File: src/rtl/seg_hex_display.sv
// seg_hex_display: 8-digit time-multiplexed 7-segment driver for the calculator result.
// The input value and error flag are snapshotted once per scan frame, on the tick
// that ends digit 7, so one frame never mixes old and new results.
// Each digit is lit SCAN_DIV-1 cycles and then dark for one cycle, to avoid ghosting.
// Optional build macro LEADING_ZERO_BLANK_EN: blanks leading zero digits in normal mode.
// Digit 0 is always shown.

module seg_hex_display #(
    parameter int SCAN_DIV       = 50000,
    parameter bit SEG_ACTIVE_LOW = 1'b1
) (
    input  logic        clk_g,
    input  logic        rst_n,
    input  logic [31:0] value,
    input  logic        error,
    output logic [7:0]  an,
    output logic [7:0]  seg
);

    localparam int            PW      = $clog2(SCAN_DIV);
    localparam logic [PW-1:0] P_LAST  = PW'(SCAN_DIV - 1);
    localparam logic [7:0]    SEG_OFF = SEG_ACTIVE_LOW ? 8'hFF : 8'h00;

    logic [PW-1:0] r_presc;
    logic [2:0]    r_idx;
    logic [31:0]   r_shadow_val;
    logic          r_shadow_err;
    logic [7:0]    r_an;
    logic [7:0]    r_seg;

    logic          w_tick;
    logic [3:0]    w_nibble;
    logic          w_blank_lz;
    logic [6:0]    w_glyph;
    logic [7:0]    w_seg_next;

    function automatic logic [6:0] hex_glyph(input logic [3:0] nib);
        logic [6:0] g;
        case (nib)
            4'h0: g = 7'h3F;
            4'h1: g = 7'h06;
            4'h2: g = 7'h5B;
            4'h3: g = 7'h4F;
            4'h4: g = 7'h66;
            4'h5: g = 7'h6D;
            4'h6: g = 7'h7D;
            4'h7: g = 7'h07;
            4'h8: g = 7'h7F;
            4'h9: g = 7'h6F;
            4'hA: g = 7'h77;
            4'hB: g = 7'h7C;
            4'hC: g = 7'h39;
            4'hD: g = 7'h5E;
            4'hE: g = 7'h79;
            default: g = 7'h71;
        endcase
        return g;
    endfunction

    assign w_tick = (r_presc == P_LAST);

    // Slot prescaler and digit index; the index steps on every tick and wraps 7 -> 0.
    always_ff @(posedge clk_g or negedge rst_n) begin
        if (!rst_n) begin
            r_presc <= '0;
            r_idx   <= 3'd0;
        end else if (w_tick) begin
            r_presc <= '0;
            r_idx   <= r_idx + 3'd1;
        end else begin
            r_presc <= r_presc + 1'b1;
        end
    end

    // Frame-boundary snapshot of the result and error flag.
    always_ff @(posedge clk_g or negedge rst_n) begin
        if (!rst_n) begin
            r_shadow_val <= 32'd0;
            r_shadow_err <= 1'b0;
        end else if (w_tick && (r_idx == 3'd7)) begin
            r_shadow_val <= value;
            r_shadow_err <= error;
        end
    end

    assign w_nibble = r_shadow_val[{r_idx, 2'b00} +: 4];

`ifdef LEADING_ZERO_BLANK_EN
    assign w_blank_lz = (r_idx != 3'd0) && ((r_shadow_val >> {r_idx, 2'b00}) == 32'd0);
`else
    assign w_blank_lz = 1'b0;
`endif

    // Glyph for the current digit: "Err" pattern in error mode, hex nibble otherwise.
    always_comb begin
        w_glyph = 7'h00;
        if (r_shadow_err) begin
            case (r_idx)
                3'd2:       w_glyph = 7'h79;
                3'd1, 3'd0: w_glyph = 7'h50;
                default:    w_glyph = 7'h00;
            endcase
        end else if (!w_blank_lz) begin
            w_glyph = hex_glyph(w_nibble);
        end
    end

    assign w_seg_next = SEG_ACTIVE_LOW ? ~{1'b0, w_glyph} : {1'b0, w_glyph};

    // Registered outputs; the tick cycle turns all anodes off, and seg holds through it.
    always_ff @(posedge clk_g or negedge rst_n) begin
        if (!rst_n) begin
            r_an  <= 8'hFF;
            r_seg <= SEG_OFF;
        end else if (w_tick) begin
            r_an  <= 8'hFF;
        end else begin
            r_an  <= ~(8'd1 << r_idx);
            r_seg <= w_seg_next;
        end
    end

    assign an  = r_an;
    assign seg = r_seg;

endmodule

File: config.mk
export PLATFORM = sky130hd
export DESIGN_NAME = seg_hex_display
export DESIGN_NICKNAME = d
export VERILOG_FILES = /design/src/rtl/seg_hex_display.sv
export SDC_FILE = /design/constraint.sdc
export NUM_CORES = 1
export LEC_CHECK = 0
export CAP_MARGIN = 20
export CORE_MARGIN = 5
export CORE_UTILIZATION = 50
export CTS_CLUSTER_SIZE = 16
export DETAILED_ROUTE_END_ITERATION = 6
export PLACE_DENSITY = 0.85
export SLEW_MARGIN = 25
export SYNTH_ARGS = -nofsm -noshare
export SYNTH_HDL_FRONTEND = slang
export SYNTH_SLANG_ARGS = --single-unit
File: constraint.sdc
create_clock -name clk_g -period 6.95 [get_ports clk_g]
set_input_delay 1.39 -clock clk_g [delete_from_list [all_inputs] [get_ports clk_g]]
set_output_delay 1.39 -clock clk_g [all_outputs]
set_load 0.05 [all_outputs]
# After elaboration in Yosys (flattened, before gate mapping)
# Memory sizes are Yosys's and may differ from the RTL's.
# Cells that the tools add are included.
# W data, S select, Z words.
# word_totals
elab_cells	24
memories	1
register_bits	68
in_bits	35
output_inout_bits	16
mem_bits_ro	112
# mem_list
memory	words	width	rd	rd_clocked_by_memory_dff	write_ports	line	source
(no name shown)	16	7	1	0	0	39	case (nib)
# op_classes
eq_ne	4
bitwise	2
n_shift	2
n_reduce_logical	3
addsub	2
muxes	4
# ops
op	count
$shiftx A32 B6 Y4	1
$add A16 B1 Y16 const B	1
$eq A16 B16 Y1 const B	1
$mux W16	1
$pmux W7 S2	1
$mux W8	1
$not A7 Y8	1
$not A8 Y8	1
$shl A1 B3 Y8 const A	1
$mux W7	1
$add A3 B1 Y3 const B	1
$eq A3 B1 Y1 const B	1
$eq A3 B2 Y1 const B	1
$eq A3 B3 Y1 const B	1
$logic_not A3 Y1	1
$reduce_or A2 Y1	1
$logic_and A1 B1 Y1	1

# Longest topological paths before layout
# Gate-level depths: netlist of the first run.
# logic_depth
ltp_word	5
ltp_mapped	9
ltp_nobuf	8

# Worst setup path before layout of the first run
# No wires, ideal clock.
# synth_timing
path_type	register to register
start	register r_idx[1]
end	register r_seg[3], in the netlist seg[3]
stages_incl_launch_ff	9
setup_time_ns	0.093
period_less_slack_ns	2.559
t_required_ns	6.857
arrival_ns	2.467
path_slack_ns	4.391
path_buffers	1
cell_sequence	dfrtp_1 -> buf_2 -> mux4_2 -> mux2i_1 -> inv_1 -> ha_1 -> mux2_2 -> a221oi_1 -> a21oi_1
# synth_between
elab_chain_len	5
word_cells_on_any_way	9
classes_between	2 x eq/ne; 1 x shift; 2 x mux; 1 x bitwise; 2 x reduce/logical; 1 x memory
# synth_rtl
element	line	source
start: declaration	25	logic [2:0] r_idx;
start signal: assignment	69	r_idx <= r_idx + 3'd1;
branches (longest 3 deep; another with $mem_v2 Z16 W7)	--	
$mux W7 (*)	97	if (r_shadow_err) begin
$not A7 Y8 (*)	108	assign w_seg_next = SEG_ACTIVE_LOW ? ~{1'b0, w_glyph} : {1'b0, w_glyph};
end signal: assignment	119	r_seg <= w_seg_next;
end: declaration	29	logic [7:0] r_seg;
# Every way passes the cells marked *.
# A chain may end at the register's enable or synchronous reset.

# Final worst setup path of the first run
# layout_timing
start	register r_seg[6], in the netlist seg[6]
end	output port seg[6]
# layout_lines
element	line	source
end: declaration	17	output logic [7:0] seg
# No word-level cell between the ends.

==> results of run 1 <==
[cell families after synthesis]
logic type	Yosys count	synth area share
AOI/OAI and AO/OA	32	0.05429
xor gates and xnor gates	11	0.02825
adders and majority gates	13	0.04769
buffers and inverters	26	0.04182
DFF	67	0.4971
muxes	49	0.2238
other	1	0.001099
and+or+nand+nor	68	0.1060
[worst min path at each step]
stage	start	end	slack (ns)	cells past startpoint
after floorplan	r_presc[0]$_DFF_PN0_	r_presc[0]$_DFF_PN0_	0.45	1
after global placement	r_presc[0]$_DFF_PN0_	r_presc[0]$_DFF_PN0_	0.47	1
after detailed placement	r_presc[0]$_DFF_PN0_	r_presc[0]$_DFF_PN0_	0.48	1
after CTS	r_presc[0]$_DFF_PN0_	r_presc[0]$_DFF_PN0_	0.49	1
after global routing	r_presc[0]$_DFF_PN0_	r_presc[0]$_DFF_PN0_	0.51	1
final	r_presc[0]$_DFF_PN0_	r_presc[0]$_DFF_PN0_	0.49	1
[area by class of cell]
type	instances	area, um2
timing repair buffer	50	493.0
inverter	14	52.55
multi-input combinational	174	1573
tap	80	100.1
clock inverter	2	35.03
fill	531	2608
sequential	67	1695
clock buffer	14	162.7
[synth_stat cells]
cell       instances
a21oi_1           11
a221oi_1           1
nor3_1             6
buf_4              1
or4b_1             1
o21ai_0           12
dfstp_2           15
a31oi_1            1
clkbuf_1           3
nor2b_1            1
or3b_2             1
nor4_4             1
inv_1             14
buf_2              3
xor2_1             5
nand4b_1           3
conb_1             1
o21ai_1            1
buf_6              5
a31o_1             1
mux2_2             4
a311oi_1           3
mux2i_4            1
mux4_2             8
or4_1              1
dfrtp_1           52
or3_1              4
and3_1             1
ha_1              13
nand3_1           11
xnor2_1            6
o211ai_1           2
nor2_1            17
nand4_1            3
nand2_1           16
mux2_4            31
mux2i_1            5
nand4bb_1          1
nand2_4            1
[power by group]
part / total [mW] / internal [mW] / switching, mW
registers: 0.413 / 0.405 / 0.00784
clock network: 0.329 / 0.185 / 0.144
logic: 0.0806 / 0.0435 / 0.0371
[per-layer routing]
| metal | vias to the layer above | GRT usage | share of wire |
|---|---|---|---|
| li1 | 1040 | - | - |
| met1 | 1045 | 0.2241 | 0.46 |
| met2 | 71 | 0.2338 | 0.45 |
| met3 | 15 | 0.03899 | 0.062 |
| met4 | 0 | 0.07054 | 0.022 |
| met5 | - | 0 | 0 |
[sequential cells by signal (all words and copies together), names as in the netlist]
signal and count:
r_presc 16, an 8, r_shadow_err 1, seg 7
r_idx 3, r_shadow_val 32
==> results.sh, run 1 <==
export IMPL_tightest_slew_ns=0.8216
export IMPL_synth_top_area_cell="dfrtp_1"
export IMPL_grt_start_max_net_pins=68
export IMPL_fin_tns_setup_ns=0
export IMPL_ff2ff_setup_slack_ns=3.95
export IMPL_synth_top_cells_by_area="dfrtp_1, mux2_4, dfstp_2"
export IMPL_endpoint="seg[6]"
export IMPL_dp_hpwl_mm=4.450
export IMPL_drtPass1Iterations=4
export IMPL_ios=51
export IMPL_slowest_delay_ns=0.80
export IMPL_area_growth_pct=20.54
export IMPL_vias=2171
export IMPL_port_buffers=49
export IMPL_drv_cap=0
export IMPL_gr_total_overflow=0
export IMPL_cts_buffer_depth=2
export IMPL_gp_congestion=0.9072
export IMPL_layout_setup_ws_ns=3.875
export IMPL_yosysTopAreaCellShare=0.3815
export IMPL_grt_usage=0.1594
export IMPL_dp_slack_ns=3.991
export IMPL_dp_cells=385
export IMPL_p_leak_nw=1.879
export IMPL_synth_avg_cell_area_um2=12.77
export IMPL_cts_buffers=9
export IMPL_crit_path_start_kind="register"
export IMPL_dieWidth_um=92.59
export IMPL_ant_nets=0
export IMPL_ctsResizeCount=0
export IMPL_finalHoldViolCount=0
export IMPL_fin_hold_ws_ns=0.4907
export IMPL_setup_viol=0
export IMPL_syn_num_nets=315
export IMPL_end_kind="output pin"
export IMPL_pwr_density_cell_mw_per_mm2=200.0
export IMPL_drc=0
export IMPL_grt_first_pass_wirelength_mm=10.65
export IMPL_drt_iter0_drc=90
export IMPL_ir_drop_v=0.0001288
export IMPL_clkTransAtPathRegs_ns=0.07
export IMPL_syn_inst=267
export IMPL_ff2ff_path_depth=7
export IMPL_synthDistinctLibCells=39
export IMPL_max_slew_margin_rel=0.4481
export IMPL_finalPower_uw=822.5
export IMPL_fmax_ghz=0.3252
export IMPL_core_area_mm2=0.006719
export IMPL_syn_area_mm2=0.003411
export IMPL_crit_path_cell_trace="clkdlybuf4s50_1"
export IMPL_htreeDepth=3
export IMPL_postCtsHoldBufs=0
export IMPL_grt_pass1_vias=2112
export IMPL_final_util=0.6119
export IMPL_rows=30
export IMPL_crit_fanout=3
export IMPL_routed_wirelength_mm=6.184
export IMPL_final_common_cell="dfrtp_1"
export IMPL_path_depth=1
export IMPL_post_dp_cell_area_mm2=0.003914
export IMPL_die_area_mm2=0.008573
export IMPL_final_cells=401
export IMPL_fin_skew_ns=0.01490
export IMPL_chipHeight_um=92.59
export IMPL_hold_class="reg2reg"
export IMPL_root_buffer="clkbuf_8"
export IMPL_path_buf_inv=1
export IMPL_worstReg2RegEnd="seg[3]$_DFFE_PN1N_"
export IMPL_period_share=0.4424
export IMPL_min_period_ns=3.075
export IMPL_ys_ff_latch=67
export IMPL_timing_rr_start="r_idx[1]$_DFFE_PN0P_"
export IMPL_wl_per_cell_um=15.42
export IMPL_cp_top_family="buffers and inverters"
export IMPL_clkSinkCount=67
export IMPL_cts_tree="built"
export IMPL_final_nets=364
export IMPL_mostFrequentLayoutCells="dfrtp_1, clkdlybuf4s50_1, mux2_4"
export IMPL_ys_seq_area_frac=0.4971
export IMPL_clk_latency_ns=0.35
export IMPL_drive_above_1_share=0.2399
export IMPL_vias_per_cell=5.414
export IMPL_fin_area_mm2=0.004111
export IMPL_arrival_ns=1.68
export IMPL_cp_required_ns=5.56
export IMPL_initial_core_util=0.5076
export IMPL_yosysWarnings=0
export IMPL_startpoint="seg[6]$_DFFE_PN1N_"
export IMPL_slowest_stage="clkdlybuf4s50_1"
export IMPL_status="complete, no violations"
export IMPL_diodes=0
export IMPL_finalMaxSlewViolations=0
export IMPL_post_cts_buffers=0
export IMPL_critPathKind="reg2out"
export IMPL_grt_antenna_before_repair=0
export IMPL_rsz0062_at_grt="no"
(Power assumes the default switching activity.)
==> inputs of run 2 (changes only) <==
CORE_UTILIZATION = 49   (was 50)
PLACE_DENSITY = 0.86   (was 0.85)
clock period = 2.65 ns   (was 6.95 ns; I/O delays follow)
==> run 2 against run 1 <==
- critical path depth up 6
- core utilization up 0.63 points
- largest power group unchanged
- flip-flop and latch count unchanged
- power rose to 2.7 times the previous value
- non-clock buffer count up 5
- largest cell class unchanged
- via count up 2.3%
- die area up 1.8%
- critical path type is now reg2reg
- routed wire length up 8.2%
- cell count up 5.2%
- hold slack worse by 0.29 ns
- clock skew down 0.0077 ns
==> results.sh, run 2 (synthesis results as in run 1) <==
export IMPL_ff2ff_path_depth=7
export IMPL_ir_drop_v=0.0003756
export IMPL_grt_antenna_before_repair=0
export IMPL_final_common_cell="dfrtp_1"
export IMPL_arrival_ns=2.73
export IMPL_finalMaxSlewViolations=0
export IMPL_gp_congestion=0.9177
export IMPL_grt_usage=0.1679
export IMPL_ctsResizeCount=0
export IMPL_drc=0
export IMPL_wl_per_cell_um=15.86
export IMPL_largest_register="r_shadow_val"
export IMPL_grt_pass1_vias=2277
export IMPL_drtPass1Iterations=4
export IMPL_drt_iter0_drc=98
export IMPL_initial_core_util=0.5020
export IMPL_drive_above_1_share=0.2607
export IMPL_gr_total_overflow=0
export IMPL_fmax_ghz=0.4036
export IMPL_final_nets=369
export IMPL_post_cts_buffers=0
export IMPL_setup_viol=0
export IMPL_drv_cap=0
export IMPL_critPathKind="reg2reg"
export IMPL_ant_nets=0
export IMPL_hold_class="in2async"
export IMPL_fin_skew_ns=0.007148
export IMPL_die_area_mm2=0.008729
export IMPL_worstReg2RegEnd="seg[3]$_DFFE_PN1N_"
export IMPL_clk_latency_ns=0.35
export IMPL_fill_cells=524
export IMPL_vias=2220
export IMPL_dp_hpwl_mm=4.997
export IMPL_timing_rr_start="r_idx[1]$_DFFE_PN0P_"
export IMPL_rsz0062_at_grt="no"
export IMPL_cts_buffers=9
export IMPL_status="complete, no violations"
export IMPL_tightest_slew_ns=0.6476
export IMPL_dp_slack_ns=0.2199
export IMPL_finalHoldViolCount=0
export IMPL_vias_per_cell=5.261
export IMPL_crit_fanout=9
export IMPL_fin_tns_setup_ns=0
export IMPL_rows=30
export IMPL_crit_path_start_kind="register"
export IMPL_area_growth_pct=23.15
export IMPL_grt_start_max_net_pins=39
export IMPL_largest_reg_flops=32
export IMPL_htreeDepth=3
export IMPL_clkTransAtPathRegs_ns=0.07
export IMPL_port_buffers=49
export IMPL_regArea_mm2=0.001695
export IMPL_grt_first_pass_wirelength_mm=11.37
export IMPL_postCtsHoldBufs=0
export IMPL_layout_setup_ws_ns=0.1724
export IMPL_root_buffer="clkbuf_8"
export IMPL_core_area_mm2=0.006794
export IMPL_ff2ff_setup_slack_ns=0.17
export IMPL_cts_tree="built"
export IMPL_diodes=0
export IMPL_cts_buffer_depth=2
export IMPL_period_share=0.9349
export IMPL_multiInputGateArea_mm2=0.001573
export IMPL_ios=51
export IMPL_routed_wirelength_mm=6.694
export IMPL_max_slew_margin_rel=0.5683
export IMPL_mostFrequentLayoutCells="dfrtp_1, clkdlybuf4s50_1, mux2_4"
export IMPL_clkSinkCount=67
export IMPL_cp_required_ns=2.90
export IMPL_pwr_density_cell_mw_per_mm2=529.9
export IMPL_end_kind="register"
export IMPL_chipHeight_um=93.43
export IMPL_p_leak_nw=1.910
export IMPL_dieWidth_um=93.43
export IMPL_min_period_ns=2.478
==> run 2: changes by cell type in the layout (fill, tap and decap cells not counted), sizes merged <==
| cell | change |
|---|---|
| buf | +5 |
| clkbuf | -5 |
| clkinvlp | +3 |
| bufinv | +1 |
| clkinv | +1 |
==> run 2: report_power, final <==
group	internal [mW]	leakage, nW	switching [mW]
clock network	0.525	0.101	0.398
registers	1.06	0.793	0.0239
logic	0.119	1.02	0.0981
total	1.71	1.91	0.520
==> run 2: how the worst max path moves through the flow <==
stage	slack (ns)	to	from
after floorplan	0.09	seg[3]$_DFFE_PN1N_	r_idx[1]$_DFFE_PN0P_
after global placement	0.31	seg[3]$_DFFE_PN1N_	r_idx[1]$_DFFE_PN0P_
after detailed placement	0.22	seg[3]$_DFFE_PN1N_	r_idx[1]$_DFFE_PN0P_
after CTS	0.19	seg[3]$_DFFE_PN1N_	r_idx[1]$_DFFE_PN0P_
after global routing	0.0002	seg[3]$_DFFE_PN1N_	r_idx[1]$_DFFE_PN0P_
final	0.17	seg[3]$_DFFE_PN1N_	r_idx[1]$_DFFE_PN0P_
==> run 2: final cells by class <==
type                       instances  area share
clock buffer                       9     0.02949
clock inverter                     7     0.02204
inverter                          14     0.01251
multi-input combinational        174      0.3744
sequential                        67      0.4036
tap                               96     0.02860
timing repair buffer              55      0.1293
==> run 2: layer usage <==
metal	vias to the layer above	share of wire	wire length, um	global-route usage
met5	-	0	0	0
met4	0	0.017	117	0.07448
met3	11	0.055	368	0.03781
met2	77	0.47	3159	0.2579
met1	1084	0.46	3049	0.2271
li1	1048	-	-	-
==> run 2: worst max-delay path: stages, from the launching register on <==
cell,delay [ns]
dfrtp_1,0.61
mux4_2,0.55
mux2i_1,0.21
inv_1,0.09
ha_1,0.27
mux2_2,0.29
a221oi_1,0.25
a21oi_1,0.10
==> run 2: metrics by stage <==
step	util	cells	hold WS (ns)	cell area (um2)	total power [mW]
global route	0.6182	422	0.2624	4200	2.315
CTS	0.6182	422	0.2129	4200	2.247
finish	0.6182	422	0.2008	4200	2.226
global placement	0.5864	406	0.4733	3984	1.313
detailed placement	0.5864	406	0.4935	3984	1.323
floorplan	-	267	0.2344	3411	1.211
==> inputs of run 3 (changes only) <==
CORE_MARGIN = default   (was 5)
==> run 3 against run 2 <==
- sequential power barely moved
- routed wire length down 2.6%
- clock-buffer cell count unchanged
- hold slack worse by 0.016 ns
- via count is 2.2% higher
- clock power decreased by 9.4%
- flip-flop and latch count unchanged
- cell count is 3.6% lower
- largest cell class unchanged
- highest routed layer unchanged
==> results.sh, run 3 (synthesis results as in run 1) <==
export IMPL_clk_latency_ns=0.34
export IMPL_die_area_mm2=0.007298
export IMPL_hold_class="in2async"
export IMPL_cts_buffers=9
export IMPL_grt_antenna_before_repair=0
export IMPL_pwr_density_cell_mw_per_mm2=513.8
export IMPL_drv_cap=0
export IMPL_clkSinkCount=67
export IMPL_internal_power_mw=1.612
export IMPL_final_common_cell="dfrtp_1"
export IMPL_arrival_ns=2.76
export IMPL_p_leak_nw=1.908
export IMPL_diodes=0
export IMPL_ff2ff_setup_slack_ns=0.15
export IMPL_tightest_slew_ns=0.5976
export IMPL_grt_usage=0.1952
export IMPL_crit_fanout=9
export IMPL_dieWidth_um=85.43
export IMPL_area_growth_pct=22.08
export IMPL_comb_power_share=0.103
export IMPL_p_seq_frac=0.506
export IMPL_drive_above_1_share=0.2630
export IMPL_core_area_mm2=0.006756
export IMPL_rows=30
export IMPL_cp_required_ns=2.91
export IMPL_port_buffers=49
export IMPL_largest_reg_flops=32
export IMPL_drtPass1Iterations=4
export IMPL_worstReg2RegEnd="seg[3]$_DFFE_PN1N_"
export IMPL_grt_start_max_net_pins=68
export IMPL_drc=0
export IMPL_fin_skew_ns=0.005918
export IMPL_gr_total_overflow=0
export IMPL_ios=51
export IMPL_clkPwrFrac=0.391
export IMPL_grt_first_pass_wirelength_mm=10.95
export IMPL_min_period_ns=2.496
export IMPL_drt_iter0_drc=198
export IMPL_end_kind="register"
export IMPL_switching_share=0.2467
export IMPL_crit_path_start_kind="register"
export IMPL_chipHeight_um=85.43
export IMPL_period_share=0.9418
export IMPL_ff2ff_path_depth=7
export IMPL_initial_core_util=0.5048
export IMPL_finalMaxSlewViolations=0
export IMPL_ctsResizeCount=0
export IMPL_largest_register="r_shadow_val"
export IMPL_dp_cells=391
export IMPL_grt_pass1_vias=2274
export IMPL_final_nets=370
export IMPL_wl_per_cell_um=16.01
export IMPL_setup_viol=0
export IMPL_final_util=0.6163
export IMPL_critPathKind="reg2reg"
export IMPL_fmax_ghz=0.4007
export IMPL_rsz0062_at_grt="no"
export IMPL_postCtsHoldBufs=0
export IMPL_vias=2269
export IMPL_status="complete, no violations"
export IMPL_clkTransAtPathRegs_ns=0.07
export IMPL_timing_rr_start="r_idx[1]$_DFFE_PN0P_"
export IMPL_ir_drop_v=0.0003610
export IMPL_cts_buffer_depth=2
export IMPL_htreeDepth=3
export IMPL_vias_per_cell=5.575
export IMPL_final_cells=407
export IMPL_mostFrequentLayoutCells="dfrtp_1, clkdlybuf4s50_1, mux2_4"
export IMPL_routed_wirelength_mm=6.517
export IMPL_dp_hpwl_mm=4.517
export IMPL_root_buffer="clkbuf_8"
export IMPL_max_slew_margin_rel=0.6016
export IMPL_post_cts_buffers=0
export IMPL_fin_hold_ws_ns=0.1848
export IMPL_fin_tns_setup_ns=0
export IMPL_power_switching_uw=527.8
export IMPL_gp_congestion=0.8770
export IMPL_cts_tree="built"
export IMPL_finalHoldViolCount=0
export IMPL_ant_nets=0
## run 3: layout make-up
type / count / area, um2
clock buffers: 9 / 123.9
clock inverters: 7 / 68.82
fillers: 506 / 2592
inverters: 14 / 52.55
multi-input cells: 174 / 1573
flip-flops and latches: 67 / 1695
well taps: 80 / 100.1
repair buffers: 56 / 550.5
## run 3: power groups by stage
| stage | registers, mW | logic, mW | clock network [mW] |
|---|---|---|---|
| global route | 1.09 | 0.235 | 0.888 |
| finish | 1.08 | 0.220 | 0.836 |
| CTS | 1.08 | 0.221 | 0.850 |
| detailed placement | 1.10 | 0.219 | 0 |
| floorplan | 1.12 | 0.0881 | 0 |
| global placement | 1.10 | 0.211 | 0 |
## run 3: how the worst max path moves through the flow
stage | from | end | cells past startpoint
floorplan | r_idx[1]$_DFFE_PN0P_ | seg[3]$_DFFE_PN1N_ | 8
global placement | r_idx[1]$_DFFE_PN0P_ | seg[3]$_DFFE_PN1N_ | 7
detailed placement | r_idx[1]$_DFFE_PN0P_ | seg[3]$_DFFE_PN1N_ | 7
CTS | r_idx[1]$_DFFE_PN0P_ | seg[3]$_DFFE_PN1N_ | 7
global route | r_idx[1]$_DFFE_PN0P_ | seg[3]$_DFFE_PN1N_ | 7
finish | r_idx[1]$_DFFE_PN0P_ | seg[3]$_DFFE_PN1N_ | 7
## run 3: metal layers
metal / vias up / wire [um] / global-route usage
met5: - / 0 / 0
met4: 0 / 85 / 0.08485
met3: 8 / 306 / 0.03891
met2: 80 / 3108 / 0.3069
met1: 1132 / 3018 / 0.2645
li1: 1049 / - / -
## run 3: critical path, stage by stage, from the launching register on
cell      delay [ns]
dfrtp_1         0.59
mux4_2          0.55
mux2i_1         0.20
inv_1           0.10
ha_1            0.27
mux2_2          0.30
a221oi_1        0.29
a21oi_1         0.11
## run 3: through the flow
| stage | instance area, um2 | worst slack (ns) | power (mW) |
|---|---|---|---|
| floorplan | 3411 | 0.09051 | 1.211 |
| global placement | 3971 | 0.3393 | 1.311 |
| detailed placement | 3971 | 0.2272 | 1.321 |
| CTS | 4164 | 0.1575 | 2.154 |
| global route | 4164 | 0.03401 | 2.210 |
| finish | 4164 | 0.1542 | 2.139 |
